File: config.mk
export PLATFORM = sky130hd
export DESIGN_NAME = field_unpacker
export DESIGN_NICKNAME = d
export VERILOG_FILES = /design/src/rtl/field_unpacker.sv
export SDC_FILE = /design/constraint.sdc
export NUM_CORES = 1
export LEC_CHECK = 0
export CORE_MARGIN = 3
export CORE_UTILIZATION = 38
export CTS_CLUSTER_DIAMETER = 100
export DETAILED_ROUTE_END_ITERATION = 10
export GPL_TIMING_DRIVEN = 0
export PLACE_DENSITY = 0.78
export SYNTH_ARGS = -nofsm -noshare
export SYNTH_HDL_FRONTEND = slang
export SYNTH_SLANG_ARGS = --single-unit
File: constraint.sdc
create_clock -name clk -period 1.7 [get_ports clk]
set_input_delay 0.34 -clock clk [delete_from_list [all_inputs] [get_ports clk]]
set_output_delay 0.34 -clock clk [all_outputs]
set_load 0.02 [all_outputs]
File: src/rtl/field_unpacker.sv
// rtl/field_unpacker.sv - splits one packed word into NFIELDS extended fields, one per output beat
module field_unpacker #(
  parameter int WORD_W    = 16,
  parameter int FIELD_W   = 4,
  parameter int NFIELDS   = 4,
  parameter int OUT_W     = 8,
  parameter int SIGNED    = 1,
  parameter int MSB_FIRST = 0,
  parameter int IDX_W     = (NFIELDS > 1) ? $clog2(NFIELDS) : 1
) (
  input  logic              clk,
  input  logic              rst,
  input  logic              in_valid,
  input  logic [WORD_W-1:0] in_word,
  output logic              in_ready,
  output logic              out_valid,
  output logic [OUT_W-1:0]  out_data,
  output logic [IDX_W-1:0]  out_idx,
  output logic              out_last,
  input  logic              out_ready,
  output logic              busy
);

  localparam int HOLD_W = NFIELDS * FIELD_W;
  localparam logic [IDX_W-1:0] FIRST_IDX = (MSB_FIRST != 0) ? IDX_W'(NFIELDS - 1) : '0;
  localparam logic [IDX_W-1:0] LAST_IDX  = (MSB_FIRST != 0) ? '0 : IDX_W'(NFIELDS - 1);

  typedef enum logic {
    IDLE = 1'b0,
    EMIT = 1'b1
  } state_t;

  state_t             state, state_nxt;
  logic [HOLD_W-1:0]  hold, hold_nxt;
  logic [IDX_W-1:0]   idx, idx_nxt;
  logic [FIELD_W-1:0] field;
  logic [OUT_W-1:0]   field_ext;
  logic               is_last;

  always_ff @(posedge clk or posedge rst) begin
    if (rst) begin
      state <= IDLE;
      hold  <= '0;
      idx   <= '0;
    end else begin
      state <= state_nxt;
      hold  <= hold_nxt;
      idx   <= idx_nxt;
    end
  end

  assign field   = hold[idx*FIELD_W +: FIELD_W];
  assign is_last = (idx == LAST_IDX);

  generate
    if (OUT_W > FIELD_W) begin : g_extend
      assign field_ext = {{(OUT_W-FIELD_W){(SIGNED != 0) ? field[FIELD_W-1] : 1'b0}}, field};
    end else begin : g_pass
      assign field_ext = field;
    end
  endgenerate

  always_comb begin
    state_nxt = state;
    hold_nxt  = hold;
    idx_nxt   = idx;
    in_ready  = 1'b0;
    out_valid = 1'b0;
    case (state)
      IDLE: begin
        in_ready = 1'b1;
        if (in_valid) begin
          state_nxt = EMIT;
          hold_nxt  = in_word[HOLD_W-1:0];
          idx_nxt   = FIRST_IDX;
        end
      end
      EMIT: begin
        out_valid = 1'b1;
        if (out_ready) begin
          if (is_last) begin
            state_nxt = IDLE;
          end else if (MSB_FIRST != 0) begin
            idx_nxt = idx - IDX_W'(1);
          end else begin
            idx_nxt = idx + IDX_W'(1);
          end
        end
      end
      default: state_nxt = IDLE;
    endcase
  end

  // Beat fields read as zero whenever no beat is offered.
  assign out_data = out_valid ? field_ext : '0;
  assign out_idx  = out_valid ? idx : '0;
  assign out_last = out_valid && is_last;
  assign busy     = (state == EMIT);

endmodule

# Yosys cells after proc, flatten, opt, wreduce, memory -nomap -nowiden
# Cells that the tools add are included.
[totals]
output_inout_bits = 14
in_bits = 20
register_bits = 19
[classes]
n_mux = 12
add_sub_neg = 1
bitwise = 1
shifts = 1
n_reduce_logical = 3
eq_ne = 4
[ops]
columns = ["op", "count"]
rows = [
  ["indexed part select 16 x 5 -> 4 bit", 1],
  ["two-way mux 2 bit", 4],
  ["two-way mux 8 bit", 1],
  ["inequality test 2 bit (second input constant)", 3],
  ["two-way mux 1 bit", 5],
  ["case mux 2 bit (2 select lines)", 1],
  ["AND reduction 3 bit", 1],
  ["adder 2 x 1 -> 2 bit (second input constant)", 1],
  ["equality test 2 bit (second input constant)", 1],
  ["case mux 1 bit (2 select lines)", 1],
  ["AND reduction 2 bit", 1],
  ["logical AND 1 bit", 1],
  ["inverter 1 bit", 1],
]

# Depth between registers and ports, before layout
# Gate-level depths: netlist of the first run.
[depth]
word_depth = 4
mapped_depth = 4

# Least setup slack after synthesis of the first run
# Ideal clock, no wire load.
[synth_path]
kind = "register to output"
start = "register state, in the netlist busy"
end = "output out_data[4]"
setup_slack_ns = -0.256
n_path_buf = 2
arrival_time_ns = 1.616
stages_incl_launch_ff = 5
required_ns = 1.360
cell_sequence = "dfrtp_1 -> buf_2 -> nand2b_1 -> o22ai_1 -> buf_4"
[synth_via]
elab_chain_len = 2
[synth_lines]
columns = ["item", "line", "rtl"]
rows = [
  ["start: declaration", "33", "state_t state, state_nxt;"],
  ["start signal: assignment", "46", "state <= state_nxt;"],
  ["two-way mux 1 bit", "69", "case (state)"],
  ["two-way mux 8 bit", "95", "assign out_data = out_valid ? field_ext : '0;"],
  ["end: declaration", "17", "output logic [OUT_W-1:0] out_data,"],
]
# Every way passes these cells.

# Final worst setup path of the first run
[layout_path]
start = "register idx[1]"
end = "output out_data[5]"
[layout_via]
elab_chain_len = 2
[layout_lines]
columns = ["item", "line", "rtl"]
rows = [
  ["start: declaration", "35", "logic [IDX_W-1:0] idx, idx_nxt;"],
  ["start signal: assignment", "48", "idx <= idx_nxt;"],
  ["indexed part select 16 x 5 -> 4 bit", "52", "assign field = hold[idx*FIELD_W +: FIELD_W];"],
  ["two-way mux 8 bit", "95", ""],
]
# Every way passes these cells.

==> results_dict.tcl, run 1 <==
set metrics [dict create \
    die_x_microns 57 \
    max_cap_violations 0 \
    pwr-share-clk_pct 7.4 \
    cts_tree "done" \
    ys_warn_count 0 \
    wl_per_cell_microns 14.9 \
    grt_usage_pct 14.0 \
    crit_end "out_data[5]" \
    ys_seq_area_share_pct 48.1 \
    io_pins 34 \
    rsz0062_at_grt "true" \
    hold_viol 0 \
    sw_frac_of_total_pct 39.1 \
    top_usage_layer "met2" \
    drt-total-wl_mm 2.16 \
    grtUsageMet1_pct 14.6 \
    dpl.cell_count 136 \
    endpoint_kind "output pin" \
    startpoint "idx[1]" \
    row_count 17 \
    clock.fmax_mhz 542 \
    area_growth_pct 44.9 \
    clock_skew_ns 0.000872 \
    min_period_ns 1.84 \
    grt_pass1_wl_mm 3.46 \
    cts_buffer_depth 2 \
    vias 715 \
    root_buffer "clkbuf_4" \
    setup_viol 8 \
    syn_nets 96 \
    r2r_cells 4 \
    slew_headroom_pct 51.8 \
    gp_congestion 0.718 \
    drc_errors 0 \
    worstHoldPathType "in -> async" \
    die-area_sq_um 3250 \
    violations "setup timing" \
    leakage_nw 0.661 \
    critPathLaunchType "flip-flop" \
    setup_slack_ns -0.144 \
    grtUsageMet2_pct 26.6 \
    worstPathRequired_ns 1.36 \
    antenna_found_initial 0 \
    post_route_cells_drive_above_1_share_pct 41.9 \
    clock_sinks 19 \
    cp_max_fo 5 \
    htreeDepth 1 \
    drtIter0Drc 10 \
    combPwrFrac_pct 64.5 \
    post-route-period-util_pct 108 \
    worst_pin_slew_ns 0.722 \
    postCtsHoldBufs 0 \
    r2r-start "idx[1]" \
    fin_util_pct 61.2 \
    initial_core_util_pct 42.2 \
    synthCells 75 \
    core_sq_um 2340 \
    cts_buffers 3 \
    fp.dieH_microns 57 \
    r2r_setup_slack_ns 0.34 \
    crit_type "reg -> out" \
    grt_max_degree 20 \
    synth-seq-cells 19 \
    p_int_mw 1.83 \
    synth.distinct_cells 21 \
    p_seq_share_pct 28.2 \
    peakVddDrop_v 0.00151 \
    r2r-end "idx[1]" \
    postRouteAntennaNets 0 \
    dp_hpwl_mm 1.55 \
    timing.critical_path.arrival_ns 1.50 \
    status "complete, but fails checks" \
    clk_pin_slew_ns 0.10 \
    first_pass_iters 2 \
    gr-total-overflow 0 \
    drv_slew 0 \
    final_cell_mix "19 x dfrtp_1, 19 x clkdlybuf4s50_1, 18 x buf_4, 10 x mux2_4" \
    io_buffers 33 \
    insertion_delay_ns 0.29 \
    whs_ns 0.477 \
    syn_area_per_cell_sq_um 13.2 \
    grt_pass1_vias 742 \
    nNetsFinal 139 \
    final_cells 145 \
    pwr_density_cell_nw_per_um2 2100 \
    grt_util_met3_pct 1.81 \
    via_per_inst 4.93 \
    diodes 0 \
    p_sw_mw 1.17 \
    syn_area_sq_um 988 \
]
==> worst min path at each step <==
stage,to,startpoint,cells after the start
4_1_cts,idx[1],rst,2
6_report,hold[11],rst,2
5_1_grt,idx[1],rst,2
3_5_place_dp,hold[3],hold[3],1
3_3_place_gp,hold[7],hold[7],1
2_1_floorplan,busy,rst,1
==> cells by family (layout without fill, tap and decap cells) <==
group / Yosys count / in the layout / synth area share [%]
AO/OA/AOI/OAI: 9 / 9 / 5.57
adder cells (fa/ha/maj): 1 / 1 / 1.27
buffers and inverters: 12 / 54 / 8.61
flip-flops: 19 / 19 / 48.1
multiplexers: 24 / 24 / 30.1
AND/OR/NAND/NOR: 10 / 10 / 6.33
==> critical path, stage by stage (launching register included) <==
cell	delay [ns]
dfrtp_1	0.42
buf_6	0.15
mux2i_4	0.19
o22ai_4	0.19
buf_4	0.14
buf_4	0.13
==> metal layers <==
layer,routed length (microns),vias up
met1,879,342
met4,45,0
met5,0,-
met3,125,4
li1,-,346
met2,1110,23
==> area by class of cell <==
type / instances / area (sq um)
fillers: 205 / 907
well taps: 28 / 35.0
clock buffers: 4 / 26.3
repair buffers: 38 / 330
flip-flops and latches: 19 / 475
multi-input cells: 44 / 472
plain buffers: 9 / 82.6
inverters: 3 / 11.3
==> what timing repair did <==
action / 4_1_cts / 5_1_grt
gates resized for setup: 57 / 2
gates cloned: 1 / 0
pin swaps: 0 / 1
buffers inserted: 2 / 3
hold endpoints to repair: 0 / 0
endpoints found under the setup margin: 14 / 11
==> synth_stat cells <==
cell	instances	area share [%]
a21oi_1	3	1.5
a221o_1	1	1.0
and2_1	2	1.3
and3_1	1	0.63
buf_2	2	1.0
buf_4	5	3.8
buf_6	1	1.1
buf_8	1	1.5
dfrtp_1	19	48
ha_1	1	1.3
inv_1	3	1.1
mux2_2	6	6.8
mux2_4	10	15
mux2i_1	8	8.1
nand2_1	1	0.38
nand2b_1	2	1.3
nor2_1	2	0.76
nor2b_1	1	0.63
nor2b_4	1	1.4
o21ai_0	1	0.51
o22ai_1	4	2.5
==> power groups by stage <==
stage	clock network [mW]	logic (mW)	registers, mW
2_1_floorplan	0	1.26	0.796
3_3_place_gp	0	1.88	0.810
3_5_place_dp	0	1.91	0.826
4_1_cts	0.230	1.91	0.839
5_1_grt	0.246	2.06	0.873
6_report	0.222	1.94	0.846
==> sequential cells by signal (all words and copies together) (netlist names) <==
| signal | cells |
|---|---|
| busy | 1 |
| idx | 2 |
| hold | 16 |
==> through the flow <==
step | power [mW] | instance area [sq um] | TNS (ns) | setup slack (ns)
5_1_grt | 3.18 | 1430 | -1.53 | -0.225
2_1_floorplan | 2.06 | 1000 | 0 | 0.0000706
6_report | 3.00 | 1430 | -0.767 | -0.144
3_5_place_dp | 2.74 | 1370 | -3.54 | -0.442
3_3_place_gp | 2.69 | 1370 | -3.32 | -0.401
4_1_cts | 2.98 | 1420 | -0.736 | -0.155
No activity file was read; power rests on OpenSTA's default activity.
==> run 2: changes to the inputs <==
Settings changed: SKIP_LAST_GASP from default to 1.
==> results of run 2 <==
Same layout as run 1: the final DEF is identical, and so are final timing and power.
==> run 3: changes to the inputs <==
Settings changed: SLEW_MARGIN from default to 20.
==> results of run 3 <==
Same layout as run 1: the final DEF is identical, and so are final timing and power.
